<file path="src/rtl/booth_pkg.sv">
// Shared definitions for the radix-4 Booth partial-product accumulator:
// digit-code layout, one-hot bit positions, FSM state encoding and a
// one-hot test helper.
package booth_pkg;

  // Width of a Booth digit code and the position of each one-hot selector
  localparam int CODE_W = 5;
  localparam int ZERO   = 4;  // 0x
  localparam int P2     = 3;  // +2x
  localparam int N2     = 2;  // -2x
  localparam int P1     = 1;  // +1x
  localparam int N1     = 0;  // -1x

  typedef enum logic [1:0] {
    IDLE  = 2'd0,
    ACCUM = 2'd1,
    DONE  = 2'd2
  } state_t;

  // True when exactly one bit of the code is set
  function automatic logic is_onehot(input logic [CODE_W-1:0] code);
    int unsigned ones;
    ones = 0;
    for (int i = 0; i < CODE_W; i++) begin
      ones += int'(code[i]);
    end
    return (ones == 1);
  endfunction

endpackage

</file>
<file path="src/rtl/booth_pp_select.sv">
// Combinational Booth partial-product selector. Produces the 2*WIDTH-bit
// partial product (modulo 2^(2*WIDTH)) for one one-hot digit code and flags
// codes that are not one-hot; such codes select a zero partial product.
module booth_pp_select
  import booth_pkg::*;
#(
  parameter int WIDTH = 8
) (
  input  logic [WIDTH-1:0]   a,
  input  logic [CODE_W-1:0]  code,
  output logic [2*WIDTH-1:0] pp,
  output logic               illegal
);

  localparam int PW = 2 * WIDTH;

  logic [PW-1:0] a_ext;
  logic [PW-1:0] cand  [CODE_W];
  logic [PW-1:0] term  [CODE_W];
  logic          legal;

  assign a_ext = {{WIDTH{a[WIDTH-1]}}, a};
  assign legal = is_onehot(code);

  // Candidate multiples of A, one per selector bit
  assign cand[ZERO] = '0;
  assign cand[P1]   = a_ext;
  assign cand[N1]   = PW'(0) - a_ext;
  assign cand[P2]   = a_ext << 1;
  assign cand[N2]   = PW'(0) - (a_ext << 1);

  // Each selector bit gates its candidate; an illegal code gates all of them
  generate
    for (genvar gi = 0; gi < CODE_W; gi++) begin : g_term
      assign term[gi] = (legal && code[gi]) ? cand[gi] : '0;
    end
  endgenerate

  // OR-combine the gated candidates (at most one is non-zero)
  always_comb begin
    pp = '0;
    for (int i = 0; i < CODE_W; i++) begin
      pp = pp | term[i];
    end
    illegal = ~legal;
  end

endmodule

</file>
<file path="src/rtl/booth_pp_accumulator.sv">
// Radix-4 Booth partial-product accumulator. Accepts a signed multiplicand,
// then NDIG one-hot Booth digit codes (least-significant first), summing
// pp << 2*k into a 2*WIDTH-bit accumulator, and presents the product with a
// valid/ready handshake. Non-one-hot codes add zero and raise a sticky error.
module booth_pp_accumulator
  import booth_pkg::*;
#(
  parameter int WIDTH = 8,
  parameter int NDIG  = WIDTH / 2
) (
  input  logic                 clk,
  input  logic                 rst,
  input  logic                 start_valid,
  output logic                 start_ready,
  input  logic [WIDTH-1:0]     multiplicand,
  input  logic                 code_valid,
  output logic                 code_ready,
  input  logic [CODE_W-1:0]    code,
  output logic                 result_valid,
  input  logic                 result_ready,
  output logic [2*WIDTH-1:0]   result,
  output logic                 code_err
);

  localparam int CNT_W = (NDIG > 1) ? $clog2(NDIG) : 1;
  localparam logic [CNT_W-1:0] LAST_CNT = CNT_W'(NDIG - 1);

  state_t               state_reg, state_next;
  logic [WIDTH-1:0]     a_reg;
  logic [2*WIDTH-1:0]   acc_reg;
  logic [CNT_W-1:0]     cnt_reg;
  logic                 code_err_reg;

  logic [2*WIDTH-1:0]   pp;
  logic                 pp_illegal;
  logic [CNT_W:0]       shift_amt;
  logic                 start_fire;
  logic                 code_fire;

  booth_pp_select #(
    .WIDTH (WIDTH)
  ) u_select (
    .a       (a_reg),
    .code    (code),
    .pp      (pp),
    .illegal (pp_illegal)
  );

  // Digit k carries weight 4^k, i.e. a left shift of 2*k bits
  assign shift_amt  = {cnt_reg, 1'b0};
  assign start_fire = start_valid & start_ready;
  assign code_fire  = code_valid & code_ready;

  assign result   = acc_reg;
  assign code_err = code_err_reg;

  // State register
  always_ff @(posedge clk) begin
    if (rst) begin
      state_reg <= IDLE;
    end else begin
      state_reg <= state_next;
    end
  end

  // Next-state and handshake outputs; all ready/valid held low during reset
  always_comb begin
    state_next   = state_reg;
    start_ready  = 1'b0;
    code_ready   = 1'b0;
    result_valid = 1'b0;
    unique case (state_reg)
      IDLE: begin
        start_ready = ~rst;
        if (start_valid && !rst) begin
          state_next = ACCUM;
        end
      end
      ACCUM: begin
        code_ready = ~rst;
        if (code_valid && !rst && (cnt_reg == LAST_CNT)) begin
          state_next = DONE;
        end
      end
      DONE: begin
        result_valid = ~rst;
        if (result_ready) begin
          state_next = IDLE;
        end
      end
      default: begin
        state_next = IDLE;
      end
    endcase
  end

  // Datapath: capture A on start, accumulate shifted partial products on digits
  always_ff @(posedge clk) begin
    if (rst) begin
      a_reg        <= '0;
      acc_reg      <= '0;
      cnt_reg      <= '0;
      code_err_reg <= 1'b0;
    end else if (start_fire) begin
      a_reg        <= multiplicand;
      acc_reg      <= '0;
      cnt_reg      <= '0;
      code_err_reg <= 1'b0;
    end else if (code_fire) begin
      acc_reg <= acc_reg + (pp << shift_amt);
      cnt_reg <= (cnt_reg == LAST_CNT) ? '0 : cnt_reg + 1'b1;
      if (pp_illegal) begin
        code_err_reg <= 1'b1;
      end
    end
  end

endmodule

</file>
<file path="config.mk">
export PLATFORM = sky130hd
export DESIGN_NAME = booth_pp_accumulator
export DESIGN_NICKNAME = d
export VERILOG_FILES = /design/src/rtl/booth_pkg.sv /design/src/rtl/booth_pp_select.sv /design/src/rtl/booth_pp_accumulator.sv
export SDC_FILE = /design/constraint.sdc
export NUM_CORES = 1
export LEC_CHECK = 0
export CORE_MARGIN = 10
export CORE_UTILIZATION = 50
export CTS_CLUSTER_SIZE = 24
export DETAILED_ROUTE_END_ITERATION = 8
export PLACE_DENSITY = 0.71
export SYNTH_ARGS = -nofsm -noshare
export SYNTH_HDL_FRONTEND = slang
export SYNTH_SLANG_ARGS = --single-unit
export TNS_END_PERCENT = 100
</file>
<file path="constraint.sdc">
create_clock -name clk -period 8.15 [get_ports clk]
set_clock_uncertainty 0.2 [all_clocks]
set_input_delay 1.63 -clock clk [delete_from_list [all_inputs] [get_ports clk]]
set_output_delay 1.63 -clock clk [all_outputs]
set_load 0.1 [all_outputs]
</file>
==> run_results.csv, run 1 <==
group,metric,value,unit
place,gp_congestion,0.903,
place,dp_hpwl,4630,µm
power,ir_drop,0.0830,mV
outcome,status,"finished clean",
clocking,cts_tree,"done",
finish,synthToLayoutAreaGrowth,19.8,%
synth,seq_area_frac_synth,23.2,%
clocking,cts.sinks,29,
grt,first_global_vias,2181,
synth,synth-compound-area-share,24.0,%
clocking,cts.hold.buffers_added,0,
min_path,hold_class,"reg -> reg",
finish,largest_reg_flops,16,
finish,design_area,3000,µm²
synth,yosys.cell_types.count,54,
sta,tns,0,ns
setup_path,worst_ep_required_time,8.17,ns
setup_path,endpoint_kind,"register",
finish,drive_above_1_share,5.52,%
sta,relSlewSlack,34.7,%
run,cap_violations,0,
route,dr.pass1.iters,4,
setup_path,worstReg2RegStart,"a_reg[2]$_SDFFE_PP0P_",
grt,grt_max_degree,25,
finish,antenna_cells,0,
setup_path,critPathMaxStageDelay,0.50,ns
setup_path,arrival,6.52,ns
sta,rsz0062_at_grt,"false",
synth,synthArstFlopShare,0,%
die,row_count,25,
synth,synth_xor_area_share,6.29,%
route,wl,6070,µm
min_path,min_from,"result[0]$_SDFFE_PP0P_",
grt,grt_pass1_wl,10200,µm
place,placed_area,2880,µm²
setup_path,slowest_stage,"fa_1",
route,route.detailed.drc,0,
route,wl_per_cell,14.2,µm
setup_path,path_cells,"clkdlybuf4s50_1 -> ha_1 -> inv_1 -> fa_1 -> inv_1 -> ha_1 -> fa_1 -> nor3b_2 -> and2_1 -> o21ai_0 -> nor3_1 -> ha_1 -> inv_1 -> fa_1 -> nand2b_1 -> a21oi_1 -> o2111ai_1 -> nand2_1 -> a21boi_0 -> xor2_1 -> o21ai_0",
setup_path,path_max_fanout,6,
synth,synth-simple-area-share,24.8,%
setup_path,crit_start,"code[1]",
synth,synth_seq_cells,29,
sta,max_freq,154,MHz
clocking,clk_pin_slew,0.07,ns
place,io_buffers,37,
route,viasPerCell,5.59,
clocking,htree_levels,2,
die,dieArea,8240,µm²
sta,fin_crit_sh,79.7,%
setup_path,crit_buf_inv,4,
synth,yosys.area_share.adder,11.9,%
synth,synth.area.mux_share,4.44,%
sta,hold_violations,0,
route,vias,2396,
route,first_iter_violations,119,
grt,antenna_found_initial,0,
synth,yosys_warnings,0,
clocking,numCtsBuffers,5,
clocking,post_cts_buffers,0,
clocking,root_buffer,"clkbuf_8",
power,p_leak,1.23,nW
die,coreArea,4790,µm²
setup_path,path_class,"in -> reg",
synth,synth_edf_count,0,
synth,synth_area,2510,µm²
sta,setup_viol,0,
power,total_power,452,µW
clocking,cts_resized,0,
sta,drv_slew,0,
finish,nNetsFinal,401,
die,start_util,52.4,%
setup_path,cp_top_family,"adder cells",
route,antenna_left,0,
clocking,insertion_delay,0.29,ns
synth,syn_inst,331,
synth,syn_area_per_cell,7.57,µm²
sta,min_period,6.50,ns
synth,synth_nets,371,
die,die_w,90.8,µm
sta,worst_pin_slew,0.977,ns
synth,synth_top_family_by_area,"simple AND/OR/NAND/NOR gates",
power,powerDensity,151,nW/µm²
die,io_pins,38,
grt,overflow,0,
grt,track_usage,14.2,%
setup_path,start_kind,"input pin",
clocking,clk_path_buf_depth,2,
synth,synth_flop_cell,"dfxtp_1",
die,die_h,90.8,µm
-- metal layers --
metal | vias to the layer above | share of wire, % | GRT usage (%)
met5 | - | 0 | 0
met4 | 0 | 1.0 | 3.52
met3 | 8 | 5.7 | 3.91
met2 | 50 | 44 | 21.9
met1 | 1095 | 49 | 19.0
li1 | 1243 | - | -
-- cells in the mapped netlist, types with 2 or more instances --
library cell	n	area, µm²
inv_1	13	48.8
o211a_1	2	20.0
buf_2	3	15.0
fa_1	3	60.1
buf_6	3	33.8
nand2b_1	4	25.0
nand2_1	63	236
a211oi_1	2	15.0
mux2i_1	10	100
nand3_1	10	50.1
a22oi_1	4	30.0
a21oi_1	40	200
nor3b_1	2	15.0
o21a_1	2	15.0
dfxtp_1	29	581
clkbuf_1	8	30.0
a31oi_1	4	25.0
o31ai_1	2	15.0
nor3_1	6	30.0
and3_1	3	18.8
and4bb_2	2	25.0
nand4_1	3	18.8
a21oi_2	2	17.5
o21ai_0	16	80.1
ha_1	19	238
nor2_1	22	82.6
o211ai_1	3	22.5
and2_1	4	25.0
a21boi_0	2	15.0
xnor2_1	7	61.3
o22ai_1	2	12.5
xor2_1	11	96.3
a21o_1	4	30.0
-- final timing paths --
check / end / slack, ns / cells past startpoint
hold reg to reg: result[0]$_SDFFE_PP0P_ / 0.28 / 2
setup / recovery: result[12]$_SDFFE_PP0P_ / 1.65 / 21
setup reg to reg: result[15]$_SDFFE_PP0P_ / 4.58 / 12
hold / removal: result[0]$_SDFFE_PP0P_ / 0.28 / 2
-- cells in the final DEF, fill, tap and decap left out, drive strengths merged, types with 4 or more instances in the layout --
| cell | n |
|---|---|
| o21ai | 17 |
| nand2b | 4 |
| a31oi | 5 |
| mux2i | 10 |
| a22oi | 4 |
| xnor2 | 7 |
| xor2 | 11 |
| clkbuf | 6 |
| nand3 | 10 |
| and2 | 4 |
| a21o | 5 |
| dfxtp | 29 |
| a21oi | 42 |
| nand2 | 63 |
| nor3 | 6 |
| inv | 13 |
| nor2 | 22 |
| clkdlybuf4s50 | 37 |
| ha | 19 |
-- tightest hold or removal path: stages, from the launching register on --
cell     delay (ns)
dfxtp_1        0.33
nand2_1        0.06
a21oi_1        0.05
-- final cells by class --
class / instances / area [µm²]
Multi-Input combinational cell: 274 / 1790
Fill cell: 451 / 1780
Sequential cell: 29 / 581
Tap cell: 67 / 83.8
Clock buffer: 6 / 82.6
Clock inverter: 2 / 37.5
Inverter: 13 / 48.8
Timing Repair Buffer: 38 / 378
-- metrics by stage --
step / worst slack [ns] / util [%] / hold slack [ns] / cells
final: 1.65 / 62.7 / 0.280 / 429
after global routing: 1.21 / 62.7 / 0.295 / 429
after CTS: 1.66 / 62.7 / 0.285 / 429
after detailed placement: 1.40 / 60.2 / 0.272 / 421
after global placement: 1.41 / 60.2 / 0.268 / 421
after floorplan: 2.28 / - / 0.281 / 331
-- power by group --
part	total, mW	internal, mW	switching [mW]
clock network	0.163	0.0994	0.0636
logic	0.137	0.0531	0.0835
registers	0.153	0.146	0.00695
total	0.452	0.298	0.154
-- cell families after synthesis --
kind of cell / Yosys count
muxes: 11
buffers and inverters: 28
and+or+nand+nor: 127
adders and majority gates: 22
DFF: 29
AOI/OAI and AO/OA: 96
xor gates and xnor gates: 18
(Power assumes the default switching activity.)
==> run 2, diff against run 1 <==
PLACE_DENSITY = 0.74   (was 0.71)
clock period = 5.6 ns   (was 8.15 ns; I/O delays follow)
==> run 2 against run 1 <==
  * Critical path depth up 1
  * Utilization up 11 points
  * Largest power group is now combinational logic
  * Sequential power up 45%
  * Non-clock buffer count up 58
  * Wire length up 18%
  * Global-route usage up 1.7 points
  * Combinational power up 110%
==> run_results.csv, run 2 (synthesized netlist as in run 1, its figures left out) <==
group,metric,value,unit
die,die_w,90.8,µm
route,wl,7180,µm
route,viasPerCell,5.47,
clocking,cts_tree,"done",
sta,max_freq,183,MHz
power,ir_drop,0.154,mV
power,p_leak,1.53,nW
sta,setup_viol,0,
clocking,cts.hold.buffers_added,0,
route,vias,2660,
die,start_util,52.4,%
power,comb_power_share,41.3,%
clocking,root_buffer,"clkbuf_8",
setup_path,path_max_fanout,5,
run,cap_violations,0,
die,dieArea,8240,µm²
clocking,numCtsBuffers,5,
finish,layout.cells.non_filler,486,
sta,worst_pin_slew,1.02,ns
finish,nNetsFinal,459,
sta,relSlewSlack,32.2,%
die,io_pins,38,
power,powerDensity,192,nW/µm²
outcome,status,"finished clean",
place,gp_congestion,0.876,
place,dp_hpwl,5180,µm
finish,final_cell_mix,"nand2_1 (62), buf_4 (62), a21oi_1 (32)",
route,wl_per_cell,14.8,µm
setup_path,endpoint_kind,"register",
sta,hold_violations,0,
sta,tns,0,ns
sta,min_period,5.47,ns
grt,first_global_vias,2542,
grt,grt_pass1_wl,11200,µm
finish,synthToLayoutAreaGrowth,41.7,%
power,intPower,443,µW
place,placed_area,3230,µm²
die,coreArea,4790,µm²
finish,drive_above_1_share,25.8,%
power,p_sw_share,34.9,%
grt,grt_max_degree,24,
clocking,insertion_delay,0.28,ns
place,io_buffers,37,
sta,fin_hold_ws,0.280,ns
route,dr.pass1.iters,4,
power,netSwitchingPower,238,µW
setup_path,arrival,5.44,ns
clocking,clk_pin_slew,0.06,ns
power,total_power,681,µW
clocking,htree_levels,2,
route,first_iter_violations,156,
route,route.detailed.drc,0,
min_path,hold_class,"reg -> reg",
power,seq_power_share,32.7,%
grt,track_usage,16.0,%
finish,design_area,3550,µm²
grt,overflow,0,
place,dp.cells,469,
power,p_clk_share,26.0,%
die,die_h,90.8,µm
clocking,clk_path_buf_depth,2,
grt,antenna_found_initial,0,
finish,fillers,368,
setup_path,start_kind,"input pin",
die,row_count,25,
sta,fin_crit_sh,97.6,%
sta,drv_slew,0,
finish,largest_reg_flops,16,
route,antenna_left,0,
setup_path,path_class,"in -> reg",
clocking,cts.sinks,29,
finish,antenna_cells,0,
setup_path,worst_ep_required_time,5.57,ns
==> run 2: changes by cell type in the layout (fill, tap and decap cells not counted), sizes merged <==
cell and delta:
buf +63, clkdlybuf4s50 -7, dlymetal6s2s +2, bufinv -1, clkbuf +1, clkinvlp -1
==> run 2: worst max-delay path, stage by stage <==
cell	delay, ns
buf_6	0.10
ha_4	0.25
inv_2	0.03
fa_1	0.48
inv_1	0.05
ha_2	0.17
fa_2	0.62
and4bb_2	0.28
a31o_1	0.19
a221o_1	0.30
a21oi_2	0.14
nand2_1	0.09
o21ai_2	0.08
mux2i_1	0.10
ha_1	0.38
a21oi_2	0.17
nand2_1	0.08
o2111ai_2	0.20
nand2_2	0.14
a31oi_4	0.20
xor2_1	0.17
o21ai_1	0.08
==> run 2: cell type report <==
cell class / instances / area [µm²] / area share [%]
well taps: 67 / 83.8 / 2.36
inverters: 13 / 48.8 / 1.37
multi-input cells: 274 / 1940 / 54.6
repair buffers: 96 / 813 / 22.9
flip-flops and latches: 29 / 581 / 16.3
clock buffers: 7 / 86.3 / 2.43
==> run 2: path summary, 6_finish.rpt <==
kind	start	end	slack, ns	cells after the start
worst min register to register	result[3]$_SDFFE_PP0P_	result[3]$_SDFFE_PP0P_	0.28	2
worst max-delay path	code[1]	result[14]$_SDFFE_PP0P_	0.13	22
worst max register to register	a_reg[1]$_SDFFE_PP0P_	result[14]$_SDFFE_PP0P_	2.04	16
worst min-delay path	result[3]$_SDFFE_PP0P_	result[3]$_SDFFE_PP0P_	0.28	2
==> run 2: per-layer routing <==
layer,vias to the layer above,global-route usage [%],wire length [µm]
met5,-,0,0
met4,0,7.05,138
met3,15,3.91,385
met2,60,26.9,3450
met1,1230,18.7,3210
li1,1355,-,-
==> run 2: through the flow <==
| step | setup slack [ns] | util (%) |
|---|---|---|
| after global placement | -0.505 | 67.6 |
| after detailed placement | -0.616 | 67.6 |
| after CTS | 0.00125 | 71.0 |
| after global routing | -0.00885 | 74.2 |
| final | 0.132 | 74.2 |
| after floorplan | 0.265 | - |
==> run 2: what timing repair did <==
action                     4_1_cts  5_1_grt
resized for setup               24       31
pin swaps                       19       21
setup endpoints to repair       10       11
buffers inserted                 5        6
==> run 2: power groups by stage <==
stage	combinational, mW	sequential [mW]	clock, mW
5_1_grt	0.305	0.223	0.188
2_1_floorplan	0.140	0.241	0
6_report	0.281	0.222	0.177
4_1_cts	0.257	0.222	0.180
3_3_place_gp	0.238	0.226	0
3_5_place_dp	0.242	0.227	0
